==> src/rtl/pwm_led_ctrl.sv <==
// Multi-channel PWM LED driver with boundary-synchronous duty updates and optional linear fade.
// pwm lags the period counter by one cycle; no flow control, writes are accepted every cycle.
module pwm_led_ctrl #(
  parameter int CH = 4,
  parameter int W  = 4,
  localparam int SW = $clog2(CH)
) (
  input  logic          clk,
  input  logic          rst_n,
  input  logic          wr_en,
  input  logic [SW-1:0] wr_ch,
  input  logic [W-1:0]  wr_duty,
  input  logic          wr_fade,
  input  logic [SW-1:0] sel,
  output logic [CH-1:0] pwm,
  output logic          led_out,
  output logic          period_start,
  output logic [CH-1:0] fading
);

  localparam logic [W-1:0] LAST = W'((2 ** W) - 2);

  logic [W-1:0]  cnt;
  logic [W-1:0]  cnt_nxt;
  logic          run;
  logic          boundary;
  logic [W-1:0]  shadow [CH];
  logic [W-1:0]  active [CH];
  logic [CH-1:0] mode;
  logic [SW-1:0] sel_q;
  logic [(2**SW)-1:0] pwm_ext;

  // run holds the counter at 0 for the first cycle after reset so that cycle shows period_start
  assign boundary = run && (cnt == LAST);

  always_comb begin
    cnt_nxt = '0;
    if (run && !boundary) cnt_nxt = cnt + 1'b1;
  end

  always_ff @(posedge clk) begin
    if (!rst_n) begin
      cnt          <= '0;
      run          <= 1'b0;
      period_start <= 1'b0;
      sel_q        <= '0;
    end else begin
      run          <= 1'b1;
      cnt          <= cnt_nxt;
      period_start <= (cnt_nxt == '0);
      if (boundary) sel_q <= sel;
    end
  end

  // Active update reads pre-write shadow/mode, so a coincident write lands one period later
  always_ff @(posedge clk) begin
    if (!rst_n) begin
      for (int i = 0; i < CH; i++) begin
        shadow[i] <= '0;
        active[i] <= '0;
      end
      mode <= '0;
      pwm  <= '0;
    end else begin
      for (int i = 0; i < CH; i++) begin
        if (wr_en && (wr_ch == SW'(i))) begin
          shadow[i] <= wr_duty;
          mode[i]   <= wr_fade;
        end
        if (boundary) begin
          if (!mode[i])                    active[i] <= shadow[i];
          else if (active[i] < shadow[i])  active[i] <= active[i] + 1'b1;
          else if (active[i] > shadow[i])  active[i] <= active[i] - 1'b1;
        end
        pwm[i] <= (cnt < active[i]);
      end
    end
  end

  always_comb begin
    fading = '0;
    for (int i = 0; i < CH; i++) fading[i] = mode[i] && (active[i] != shadow[i]);
  end

  // Unused select codes map onto zero padding, keeping led_out low for out-of-range sel_q
  always_comb begin
    pwm_ext         = '0;
    pwm_ext[CH-1:0] = pwm;
  end

  assign led_out = pwm_ext[sel_q];

endmodule
==> config.mk <==
export PLATFORM = sky130hd
export DESIGN_NAME = pwm_led_ctrl
export DESIGN_NICKNAME = d
export VERILOG_FILES = /design/src/rtl/pwm_led_ctrl.sv
export SDC_FILE = /design/constraint.sdc
export NUM_CORES = 1
export LEC_CHECK = 0
export ABC_CLOCK_PERIOD_IN_PS = 2350
export CORE_UTILIZATION = 55
export DETAILED_ROUTE_END_ITERATION = 6
export GPL_ROUTABILITY_DRIVEN = 0
export PLACE_DENSITY_LB_ADDON = 0.15
export SYNTH_ARGS = -nofsm -noshare
export SYNTH_HDL_FRONTEND = slang
export SYNTH_SLANG_ARGS = --single-unit
==> constraint.sdc <==
create_clock -name clk -period 2.35 [get_ports clk]
set_input_delay 0.705 -clock clk [delete_from_list [all_inputs] [get_ports clk]]
set_output_delay 0.705 -clock clk [all_outputs]
set_load 0.01 [all_outputs]
==> results of run 1 <==
worst reg2reg max path, stage by stage (launching register included):
cell,delay (ns)
edfxtp_1,0.45
ha_4,0.27
buf_4,0.13
a21oi_1,0.14
o21a_1,0.29
nor2_1,0.08
o21ai_0,0.46
through the flow:
| stage | cells | total power, mW | cell area, sq um |
|---|---|---|---|
| 4_1_cts | 462 | 1.78 | 3850 |
| 3_3_place_gp | 453 | 1.29 | 3730 |
| 3_5_place_dp | 453 | 1.30 | 3730 |
| 2_1_floorplan | 328 | 1.17 | 3170 |
| 5_1_grt | 465 | 1.86 | 3890 |
| 6_report | 465 | 1.79 | 3890 |
logic make-up after synthesis:
family | share of synthesized area (%)
muxes | 2.29
AOI/OAI and AO/OA | 14.2
and+or+nand+nor | 18.6
DFF | 40.4
xor gates and xnor gates | 4.70
adders and majority gates | 15.0
buffers and inverters | 4.74
Yosys cell counts (3+ instances only):
| cell type | count |
|---|---|
| dfxtp_1 | 16 |
| o211ai_1 | 3 |
| a21oi_1 | 18 |
| and2_1 | 17 |
| a31oi_1 | 4 |
| and3b_1 | 4 |
| a21boi_0 | 4 |
| nor2b_1 | 6 |
| nand2_1 | 23 |
| nand4_1 | 3 |
| xnor2_1 | 13 |
| nor3_1 | 8 |
| xor2_1 | 4 |
| nand3_1 | 12 |
| inv_1 | 35 |
| clkbuf_1 | 5 |
| edfxtp_1 | 32 |
| o21a_1 | 6 |
| ha_1 | 38 |
| o21ai_0 | 19 |
| or3_1 | 3 |
| mux2i_1 | 5 |
| nor2_1 | 17 |
| nand2b_1 | 6 |
routing by layer:
layer,global-route usage (%),routed length [um],share of wire [%]
met5,0,0,0
met3,3.88,346,4.8
met1,32.6,3200,45
met2,45.0,3470,49
met4,8.15,117,1.6
report_power, final:
| group | internal (mW) | switching, mW | total (mW) |
|---|---|---|---|
| Sequential | 0.941 | 0.0277 | 0.968 |
| Clock | 0.202 | 0.279 | 0.481 |
| Combinational | 0.164 | 0.174 | 0.338 |
| Total | 1.31 | 0.481 | 1.79 |
flip-flops by register name, summed over array words and instances (netlist names):
name and cells:
shadow 16, mode 4, sel_q 2, period_start 1, cnt 4, run 1, pwm 4, active 16
what timing repair did:
action,in CTS,in global routing
endpoints found under the setup margin,5,8
setup buffers,2,3
pin swaps,0,6
gates resized for setup,10,10
hold buffers,0,0
hold endpoints to repair,0,0
final cells by class:
class                      instances  area, sq um  area share, %
clock buffer                       5         68.8           1.77
clock inverter                     2         12.5          0.322
inverter                          35          131           3.38
multi-input combinational        240         1790           46.1
sequential                        48         1280           32.9
tap                               72         90.1           2.32
timing repair buffer              63          514           13.2
worst max path at each step:
| stage | startpoint | endpoint | depth (start not counted) |
|---|---|---|---|
| 4_1_cts | active[3][3]$_DFFE_PP_ | fading[3] | 5 |
| 3_3_place_gp | rst_n | shadow[1][3]$_SDFFCE_PN0P_ | 5 |
| 6_report | active[3][1]$_DFFE_PP_ | fading[3] | 5 |
| 3_5_place_dp | rst_n | shadow[1][2]$_SDFFCE_PN0P_ | 5 |
| 2_1_floorplan | active[1][1]$_SDFFCE_PN0P_ | active[1][0]$_SDFFCE_PN0P_ | 6 |
| 5_1_grt | active[3][0]$_DFFE_PP_ | fading[3] | 6 |
==> impl_metrics.tcl, run 1 <==
set metrics [dict create \
    outcome "complete, no violations" \
    die-area_sq_um 6070 \
    synth_area_leaders "edfxtp_1 30%, ha_1 15%, dfxtp_1 10%" \
    fin_hold_ws_ns 0.538 \
    rr_endpoint "active[3][0]$_DFFE_PP_" \
    synth_area_sq_um 3170 \
    clk_path_buf_depth 2 \
    drive_above_1_share_pct 16.8 \
    cts-root-buf "clkbuf_8" \
    viasPerCell 5.59 \
    syn_avg_cell_area_sq_um 9.66 \
    cts_sinks 48 \
    grt_pass1_vias 2496 \
    final_cell_mix "42 x buf_4, 34 x ha_1, 33 x inv_1, 32 x edfxtp_1, 22 x nand2_1" \
    worst_pin_slew_ns 0.646 \
    relSlewSlack_pct 56.4 \
    hpwl_um 5400 \
    syn_inst 328 \
    cpMaxStageDelayCell "edfxtp_1" \
    seq_area_frac_synth_pct 40.4 \
    drc 0 \
    vdd_drop_max_mv 0.348 \
    cts_max_level 2 \
    finalMaxSlewViolations 0 \
    grt_first_pass_wirelength_um 11900 \
    syn_to_final_growth_pct 22.8 \
    fill_cells 435 \
    ys_seq_elements 48 \
    io_buffers 21 \
    synth_warnings 0 \
    rows 27 \
    synth_area_leader_cell "edfxtp_1" \
    grt_max_degree 22 \
    finalNetCount 443 \
    place_ws_ns -0.0433 \
    hold_path_depth 1 \
    critical_path_buf_inv_count 2 \
    rr_startpoint "active[3][3]$_DFFE_PP_" \
    wl_per_cell_um 15.3 \
    final_common_cell "buf_4" \
    core-area_sq_um 5540 \
    grt-ovfl-total 0 \
    ys_types 44 \
    firstDrtPassIters 7 \
    ys.flop_type "edfxtp_1" \
    clock_latency_ns 0.31 \
    grtUsageTotal_pct 25.7 \
    hp-start "cnt[0]$_SDFF_PN0_" \
    endpoint_kind "primary output" \
    slowest_delay_ns 0.46 \
    pin_count 22 \
    crit_chain "ha_4, nand4_1, nand2_2, inv_1, clkdlybuf4s15_1" \
    cts-buffers-inserted 5 \
    ant_nets 0 \
    min_period_ns 2.31 \
    worstPathRequired_ns 1.64 \
    antenna_found_initial 0 \
    cp_max_fo 2 \
    clk_pin_slew_ns 0.09 \
    setup_slack_ns 0.0416 \
    final_util_pct 70.2 \
    tns_ns 0 \
    dieHeight_um 77.9 \
    die_x_um 77.9 \
    r2r_slack_ns 0.18 \
    crit_family "flip-flops" \
    drt_iter0_markers 156 \
    hold_path_class "register to register" \
    r2r_cells 6 \
    finClkSkew_ns 0.00674 \
    yosys.area.top_type_share_pct 30.3 \
    diodes 0 \
    hold_violations 0 \
    worstHoldEndpoint "cnt[0]$_SDFF_PN0_" \
    start_util_pct 57.2 \
    cts_tree "yes" \
    start_kind "register" \
    synth_nets 378 \
    crit_arrival_ns 1.60 \
    critical_path_class "register to primary output" \
    fmax_mhz 433 \
    setup_viol 0 \
    routed_wl_um 7140 \
    fin_crit_sh_pct 98.2 \
    p_leak_nw 1.69 \
    synth-edff-count 32 \
    vias 2600 \
    p_per_area_nw_per_um2 459 \
    ys_async_sr_fraction_pct 0 \
    drv_cap 0 \
]
No activity file was read; power rests on OpenSTA's default activity.
==> run 2, diff against run 1 <==
--- a/config.mk
+++ b/config.mk
@@ -6,6 +6,7 @@
 export NUM_CORES = 1
 export LEC_CHECK = 0
 export ABC_CLOCK_PERIOD_IN_PS = 2350
+export CORE_ASPECT_RATIO = 0.5
 export CORE_UTILIZATION = 55
 export DETAILED_ROUTE_END_ITERATION = 6
 export GPL_ROUTABILITY_DRIVEN = 0
==> impl_metrics.tcl, run 2 (synthesis results as in run 1) <==
set metrics [dict create \
    rows 19 \
    cts_max_level 2 \
    place_inst 448 \
    relSlewSlack_pct 58.0 \
    cpMaxStageDelayCell "edfxtp_1" \
    cp-endpoint "fading[1]" \
    cts-root-buf "clkbuf_16" \
    worstPathRequired_ns 1.64 \
    antenna_found_initial 0 \
    drt_iter0_markers 163 \
    crit_chain "ha_4, nand4_1, and2_4, clkdlybuf4s15_1" \
    drc 0 \
    viasPerCell 5.60 \
    clk_path_buf_depth 2 \
    top_regs "active (16), shadow (16)" \
    finalMaxSlewViolations 0 \
    cts_tree "yes" \
    grt-ovfl-total 0 \
    setup_slack_ns 0.0649 \
    grt_pass1_vias 2501 \
    wl_per_cell_um 15.7 \
    die-area_sq_um 6090 \
    hold_violations 0 \
    drv_cap 0 \
    hold_path_class "register to register" \
    syn_to_final_growth_pct 23.3 \
    min_period_ns 2.29 \
    rr_startpoint "active[0][1]$_SDFFCE_PN0P_" \
    start_util_pct 57.5 \
    io_buffers 21 \
    fmax_mhz 438 \
    critical_path_class "register to primary output" \
    p_per_area_nw_per_um2 509 \
    r2r_cells 7 \
    core-area_sq_um 5520 \
    slowest_delay_ns 0.45 \
    outcome "complete, no violations" \
    finClkSkew_ns 0.00479 \
    crit_arrival_ns 1.58 \
    rr_endpoint "active[0][2]$_SDFFCE_PN0P_" \
    vias 2592 \
    hp-start "cnt[0]$_SDFF_PN0_" \
    grt_first_pass_wirelength_um 11600 \
    hpwl_um 5460 \
    fill_cells 408 \
    crit_start "active[1][2]$_SDFFCE_PN0P_" \
    worst_pin_slew_ns 0.623 \
    cts_sinks 48 \
    finalPower_mw 1.99 \
    r2r_slack_ns 0.13 \
    dieHeight_um 55.7 \
    final_cell_mix "38 x buf_4, 35 x ha_1, 33 x inv_1, 32 x edfxtp_1, 23 x nand2_1" \
    routed_wl_um 7260 \
    cts-buffers-inserted 5 \
    clock_latency_ns 0.28 \
    fin_cells 463 \
    die_x_um 109 \
    pin_count 22 \
    vdd_drop_max_mv 0.406 \
    clk_pin_slew_ns 0.06 \
    p_leak_nw 1.71 \
    fin_hold_ws_ns 0.503 \
    final_common_cell "buf_4" \
    fin_crit_sh_pct 97.2 \
    tns_ns 0 \
    grt_max_degree 22 \
    firstDrtPassIters 5 \
    grtUsageTotal_pct 25.2 \
    drive_above_1_share_pct 15.1 \
    rsz0062_at_grt "false" \
    setup_viol 0 \
    start_kind "register" \
    diodes 0 \
    finalNetCount 439 \
    cp_max_fo 2 \
    ant_nets 0 \
    place_ws_ns 0.0112 \
    endpoint_kind "primary output" \
]
-- run 2: critical path: cells and delay by family (launching register included) --
| family | cells | cell delay, ns |
|---|---|---|
| AND/OR/NAND/NOR | 2 | 0.32 |
| flip-flops | 1 | 0.45 |
| buffers and inverters | 1 | 0.22 |
| adder cells (fa/ha/maj) | 1 | 0.31 |
-- run 2: layer usage --
| metal | vias up | global-route usage (%) | wire (um) |
|---|---|---|---|
| li1 | 1290 | - | - |
| met1 | 1232 | 34.1 | 3470 |
| met2 | 63 | 40.7 | 3410 |
| met3 | 7 | 6.09 | 318 |
| met4 | 0 | 6.29 | 63 |
| met5 | - | 0 | 0 |
-- run 2: area by class of cell --
cell class	instances	area, sq um	area share, %
flip-flops and latches	48	1280	32.8
repair buffers	59	487	12.5
clock buffers	7	133	3.39
inverters	35	131	3.36
well taps	73	91.3	2.34
multi-input cells	240	1780	45.6
clock inverters	1	3.75	0.0961
-- run 2: where the power goes --
group	internal [mW]	switching, mW
Sequential	0.942	0.0289
Clock	0.392	0.292
Combinational	0.159	0.173
-- run 2: worst min path at each step --
stage,end,slack (ns),cells after the start
after floorplan,cnt[0]$_SDFF_PN0_,0.45,1
after global placement,cnt[0]$_SDFF_PN0_,0.47,1
after detailed placement,cnt[0]$_SDFF_PN0_,0.49,1
after CTS,cnt[0]$_SDFF_PN0_,0.50,1
after global routing,cnt[0]$_SDFF_PN0_,0.52,1
final,cnt[0]$_SDFF_PN0_,0.50,1
-- run 2: through the flow --
step                      instance area [sq um]  util [%]
after floorplan                            3170         -
after global placement                     3680      66.8
after detailed placement                   3680      66.8
after CTS                                  3830      69.5
after global routing                       3910      70.8
final                                      3910      70.8
-- run 2: timing repair --
action | 4_1_cts | 5_1_grt
gates cloned | 0 | 0
hold buffers | 0 | 0
pin swaps | 0 | 6
gates resized for setup | 5 | 12
endpoints found under the setup margin | 4 | 5
setup buffers | 2 | 5
==> run 3, diff against run 2 <==
--- a/config.mk
+++ b/config.mk
@@ -6,8 +6,10 @@
 export NUM_CORES = 1
 export LEC_CHECK = 0
 export ABC_CLOCK_PERIOD_IN_PS = 2350
+export CELL_PAD_IN_SITES_DETAIL_PLACEMENT = 1
+export CELL_PAD_IN_SITES_GLOBAL_PLACEMENT = 1
 export CORE_ASPECT_RATIO = 0.5
-export CORE_UTILIZATION = 55
+export CORE_UTILIZATION = 46
 export DETAILED_ROUTE_END_ITERATION = 6
 export GPL_ROUTABILITY_DRIVEN = 0
 export PLACE_DENSITY_LB_ADDON = 0.15
==> impl_metrics.tcl, run 3 (synthesis results as in run 1) <==
set metrics [dict create \
    hpwl_um 7050 \
    cts_tree "yes" \
    rr_startpoint "shadow[0][1]$_SDFFCE_PN0P_" \
    grtUsageTotal_pct 28.2 \
    start_kind "register" \
    drt-met1-wl_um 4360 \
    routed_wl_um 9800 \
    pin_count 22 \
    endpoint_kind "primary output" \
    fin_area_sq_um 3980 \
    r2r_cells 8 \
    final_cell_mix "43 x buf_4, 36 x ha_1, 33 x inv_1, 32 x edfxtp_1, 22 x nand2_1" \
    p_leak_nw 1.74 \
    relSlewSlack_pct 49.5 \
    cp_max_fo 3 \
    place_ws_ns -0.0321 \
    vias 2739 \
    drt_iter0_markers 167 \
    fin_hold_ws_ns 0.559 \
    grt_pass1_vias 2897 \
    start_util_pct 49.9 \
    hp-start "run$_DFF_P_" \
    finClkSkew_ns 0.00773 \
    rr_endpoint "active[0][1]$_SDFFCE_PN0P_" \
    die-area_sq_um 7250 \
    die_x_um 119 \
    fmax_mhz 432 \
    critical_path_class "register to primary output" \
    cpMaxStageDelayCell "edfxtp_1" \
    worst_pin_slew_ns 0.750 \
    clock_latency_ns 0.29 \
    hold_path_class "register to register" \
    clk_pin_slew_ns 0.07 \
    slowest_delay_ns 0.45 \
    worstPathRequired_ns 1.64 \
    outcome "complete, no violations" \
    min_period_ns 2.31 \
    grt_max_degree 22 \
    rsz0062_at_grt "false" \
    core-area_sq_um 6360 \
    drive_above_1_share_pct 16.7 \
    top_regs "active (16), shadow (16)" \
    final_common_cell "buf_4" \
    hold_path_depth 2 \
    finalPower_mw 2.17 \
    cts_sinks 48 \
    grt-ovfl-total 0 \
    cts-buffers-inserted 5 \
    drv_cap 0 \
    setup_slack_ns 0.0375 \
    tns_ns 0 \
    firstDrtPassIters 4 \
    ant_nets 0 \
    io_buffers 21 \
    dieHeight_um 60.7 \
    diodes 0 \
    viasPerCell 5.67 \
    antenna_found_initial 0 \
    p_per_area_nw_per_um2 545 \
    syn_to_final_growth_pct 25.5 \
    vdd_drop_max_mv 0.387 \
    wl_per_cell_um 20.3 \
    setup_viol 0 \
    cts-root-buf "clkbuf_16" \
    wl_met3_um 400 \
    hold_violations 0 \
    wl_met2_um 4880 \
    grt_first_pass_wirelength_um 15100 \
    clk_path_buf_depth 2 \
    finalMaxSlewViolations 0 \
    rows 20 \
    top_layer "met4" \
    r2r_slack_ns 0.11 \
    finalNetCount 444 \
    crit_chain "ha_4, nand4_1, and2_4, clkdlybuf4s15_1" \
    crit_arrival_ns 1.61 \
    worstHoldEndpoint "cnt[1]$_SDFF_PN0_" \
    fin_crit_sh_pct 98.4 \
    dpl-instance-area_sq_um 3730 \
    drc 0 \
    cts_max_level 2 \
]
-- run 3: cell count changes in the layout (fill, tap and decap cells not counted), sizes merged --
cell,before,now
buf,38,43
bufinv,0,1
clkbuf,9,8
clkdlybuf4s15,1,2
dlymetal6s2s,1,0
-- run 3: layout make-up --
cell class                 count  area, sq um
sequential                    48         1280
multi-input combinational    240         1770
timing repair buffer          64          522
fill                         704         2380
clock buffer                   6          129
tap                           88          110
clock inverter                 2         35.0
inverter                      35          131
-- run 3: metal layers --
metal  GRT usage [%]  vias up
met1            35.0     1349
li1                -     1309
met3            4.61       19
met2            53.1       62
met5               0        -
met4            6.96        0
-- run 3: repair_timing --
item | CTS | global route
endpoints found under the hold margin | 0 | 0
resized for setup | 9 | 9
pin swaps | 0 | 3
buffers inserted | 1 | 7
setup endpoints to repair | 5 | 4
hold buffers | 0 | 0
-- run 3: power breakdown --
part	switching (mW)	total [mW]	leakage, nW	internal, mW
logic	0.194	0.361	1.20	0.167
clock network	0.329	0.831	0.0808	0.502
registers	0.0337	0.975	0.455	0.942
total	0.557	2.17	1.74	1.61
-- run 3: worst max-delay path by stage --
stage / to / from / slack [ns]
2_1_floorplan: active[1][0]$_SDFFCE_PN0P_ / active[1][1]$_SDFFCE_PN0P_ / 0.28
3_3_place_gp: active[1][1]$_SDFFCE_PN0P_ / rst_n / 0.02
3_5_place_dp: shadow[2][0]$_SDFFCE_PN0P_ / rst_n / -0.03
4_1_cts: fading[1] / active[1][3]$_SDFFCE_PN0P_ / -0.02
5_1_grt: fading[1] / shadow[1][3]$_SDFFCE_PN0P_ / 0.004
6_report: fading[1] / active[1][3]$_SDFFCE_PN0P_ / 0.04
-- run 3: critical path, delay by kind of cell (launching register included) --
kind / cells / cell delay, ns
adder cells (fa/ha/maj): 1 / 0.32
buffers and inverters: 1 / 0.22
flip-flops: 1 / 0.45
AND/OR/NAND/NOR: 2 / 0.32
-- run 3: per-stage QoR --
stage | cells | utilization (%)
6_report | 483 | 62.6
5_1_grt | 483 | 62.6
4_1_cts | 476 | 61.6
3_5_place_dp | 467 | 58.7
3_3_place_gp | 467 | 58.7
2_1_floorplan | 328 | -
==> RTL change, RTL diff (config.mk and constraints of run 2) <==
Remove the register `period_start`: a continuous assignment takes its place, so the output `period_start` follows one clock earlier. Comments in the files are not updated.
--- a/src/rtl/pwm_led_ctrl.sv
+++ b/src/rtl/pwm_led_ctrl.sv
@@ -42,15 +42,15 @@
     if (!rst_n) begin
       cnt          <= '0;
       run          <= 1'b0;
-      period_start <= 1'b0;
       sel_q        <= '0;
     end else begin
       run          <= 1'b1;
       cnt          <= cnt_nxt;
-      period_start <= (cnt_nxt == '0);
       if (boundary) sel_q <= sel;
     end
   end
+
+  assign period_start = (cnt_nxt == '0);
 
   // Active update reads pre-write shadow/mode, so a coincident write lands one period later
   always_ff @(posedge clk) begin
Behaviour: not the same (Yosys sat finds a counterexample within 4 cycles, from zero or initial values and one cycle with rst_n low).
==> RTL change against run 2 <==
  * Synthesized cell count unchanged
  * Routed wire length rose by 11%
  * Worst hold slack got worse by 49 ps
  * Critical path depth did not move
  * Critical endpoint is now fading[0]
  * Clock power rose by 23%
  * Core utilization is 2.3 points higher
  * Total power up 7.6%
  * Clock skew rose by 3.0 ps
  * Area after synthesis increased by 1.2%
  * Sequential cell count is 1 lower
  * Sequential share of layout area shrank 1.6 points
  * Setup slack lost 12 ps
  * Cell area is 3.7% higher
==> RTL change: results (changes against run 2) <==
- Status: finished, final reports clean
- Routed WL: 8030 µm (+11%)
- Synth Instances: 328 (unchanged)
- CTS Root Cell: clkbuf_16
- Number of synthesized flops with an enable pin: 32 (unchanged)
- N_diodes: 0 (unchanged)
- Arrival @ worst endpoint: 1590 ps
- Number of global-route vias before repair: 2724 (+8.9%)
- Number of instances in the placed design: 453 (+1.1%)
- HP Class: flop to flop
- Fraction of registers with async set/reset: 0% (unchanged)
- Clock latency on the worst-skew pair: 290 ps
- Global routing usage on met1: 39.1% (+5.0 points)
- Worst-path clk slew: 70 ps
- Met2 GRT Util: 46.0% (+5.3 points)
- CTS buffer count: 5 (unchanged)
- First-pass GRT wire length: 13000 µm (+12%)
- Synth warn: 0 (unchanged)
- Detailed-route vias per instance: 5.76 (+2.9%)
- Leak pwr: 1.73 nW (+1.5%)
- GR Util All Layers: 28.3% (+3.1 points)
- Initial antenna violation count: 0 (unchanged)
- Max Buffers Root-to-Sink: 2 (unchanged)
- Synthesized Nets: 378 (unchanged)
- Largest regs: active (16), shadow (16)
- Non-Filler Instances: 469 (+1.3%)
- VDD IR max: 296 µV (-27%)
- Commonest cells in the synthesized netlist: 38 x ha_1, 37 x inv_1, 32 x edfxtp_1, 27 x nand2_1, 19 x and2_1
- First-pass detailed-route iteration total: 5 (unchanged)
- Unique masters post-synth: 50 (+14%)
- Largest net degree at the start of global routing: 19 (-14%)
- Register area share after synthesis: 39.3% (-1.1 points)
- Max FO, Critical Path: 2 (unchanged)
- H-tree levels: 2 (unchanged)
- DP HPWL: 5850 µm (+7.2%)
- Largest cells by area after synthesis: edfxtp_1 30%, ha_1 15%, dfxtp_1 9.4%, inv_1 4.3%, and2_1 3.7%
- Met3 usage: 5.04% (-1.1 points)
- Slew headroom: 49.3% (-8.8 points)
- Final hold violation count: 0 (unchanged)
- Initial DRC count: 187 (+15%)
- Clk_skew: 7.83 ps (+3.04 ps)
- Share of layout cells above drive strength 1: 19.7% (+4.6 points)
- IO buf count: 21 (unchanged)
## RTL change: changes by cell type in the layout (fill, tap and decap cells not counted), moves of 5 or more
cell,before,now
nand3_1,12,17
nor2b_1,6,1
o21ai_0,19,13
nor2_1,16,8
buf_4,38,45
## RTL change: where the power goes
group          internal (W)  total, W  switching [W]  leakage (nW)
Combinational      0.000163  0.000349       0.000186          1.20
Clock              0.000503  0.000839       0.000336        0.0838
Sequential         0.000923  0.000950      0.0000271         0.447
Total               0.00159   0.00214       0.000549          1.73
## RTL change: layout make-up
class                           count  area (µm²)
Clock buffer                        5         125
Clock inverter                      3        43.8
Fill cell                         392        1490
Inverter                           37         139
Multi-Input combinational cell    238        1850
Sequential cell                    47        1260
Tap cell                           73        91.3
Timing Repair Buffer               66         543
## RTL change: critical path, cell delays in order (launching register included)
cell and delay (ps):
edfxtp_1 410, ha_1 310, nand4_1 110, and2_0 180, dlygate4sd2_1 280
## RTL change: cell families after synthesis
family,synth area share [%]
AOI/OAI and AO/OA,15.0
DFF,39.3
buffers and inverters,5.07
and+or+nand+nor,18.9
xor gates and xnor gates,5.19
muxes,1.64
adders and majority gates,14.8
## RTL change: path summary, 6_finish.rpt
path                startpoint           end  slack [ps]  cells past startpoint
hold reg to reg         cnt[0]        cnt[0]         450                      1
hold / removal          cnt[0]        cnt[0]         450                      1
setup / recovery  active[0][2]     fading[0]          50                      4
setup reg to reg  active[2][1]  active[2][3]         220                      6
## RTL change: per-stage QoR
step / setup WS, ps / util, % / area [µm²]
3_5_place_dp: -9.68 / 67.9 / 3760
5_1_grt: -4.12 / 73.1 / 4050
6_report: 53.0 / 73.1 / 4050
3_3_place_gp: 42.9 / 67.9 / 3760
4_1_cts: 5.06 / 71.6 / 3970
2_1_floorplan: 332 / - / 3210
## RTL change: routing by layer
layer / vias to the layer above / part of all wire, %
li1: 1314 / -
met1: 1305 / 46
met2: 71 / 48
met3: 11 / 4.7
met4: 0 / 1.0
met5: - / 0
## RTL change: repair_timing
action | CTS | global route
hold buffers | 0 | 0
endpoints found under the hold margin | 0 | 0
pin swaps | 0 | 2
buffers inserted | 4 | 4
endpoints found under the setup margin | 5 | 13
resized for setup | 7 | 15
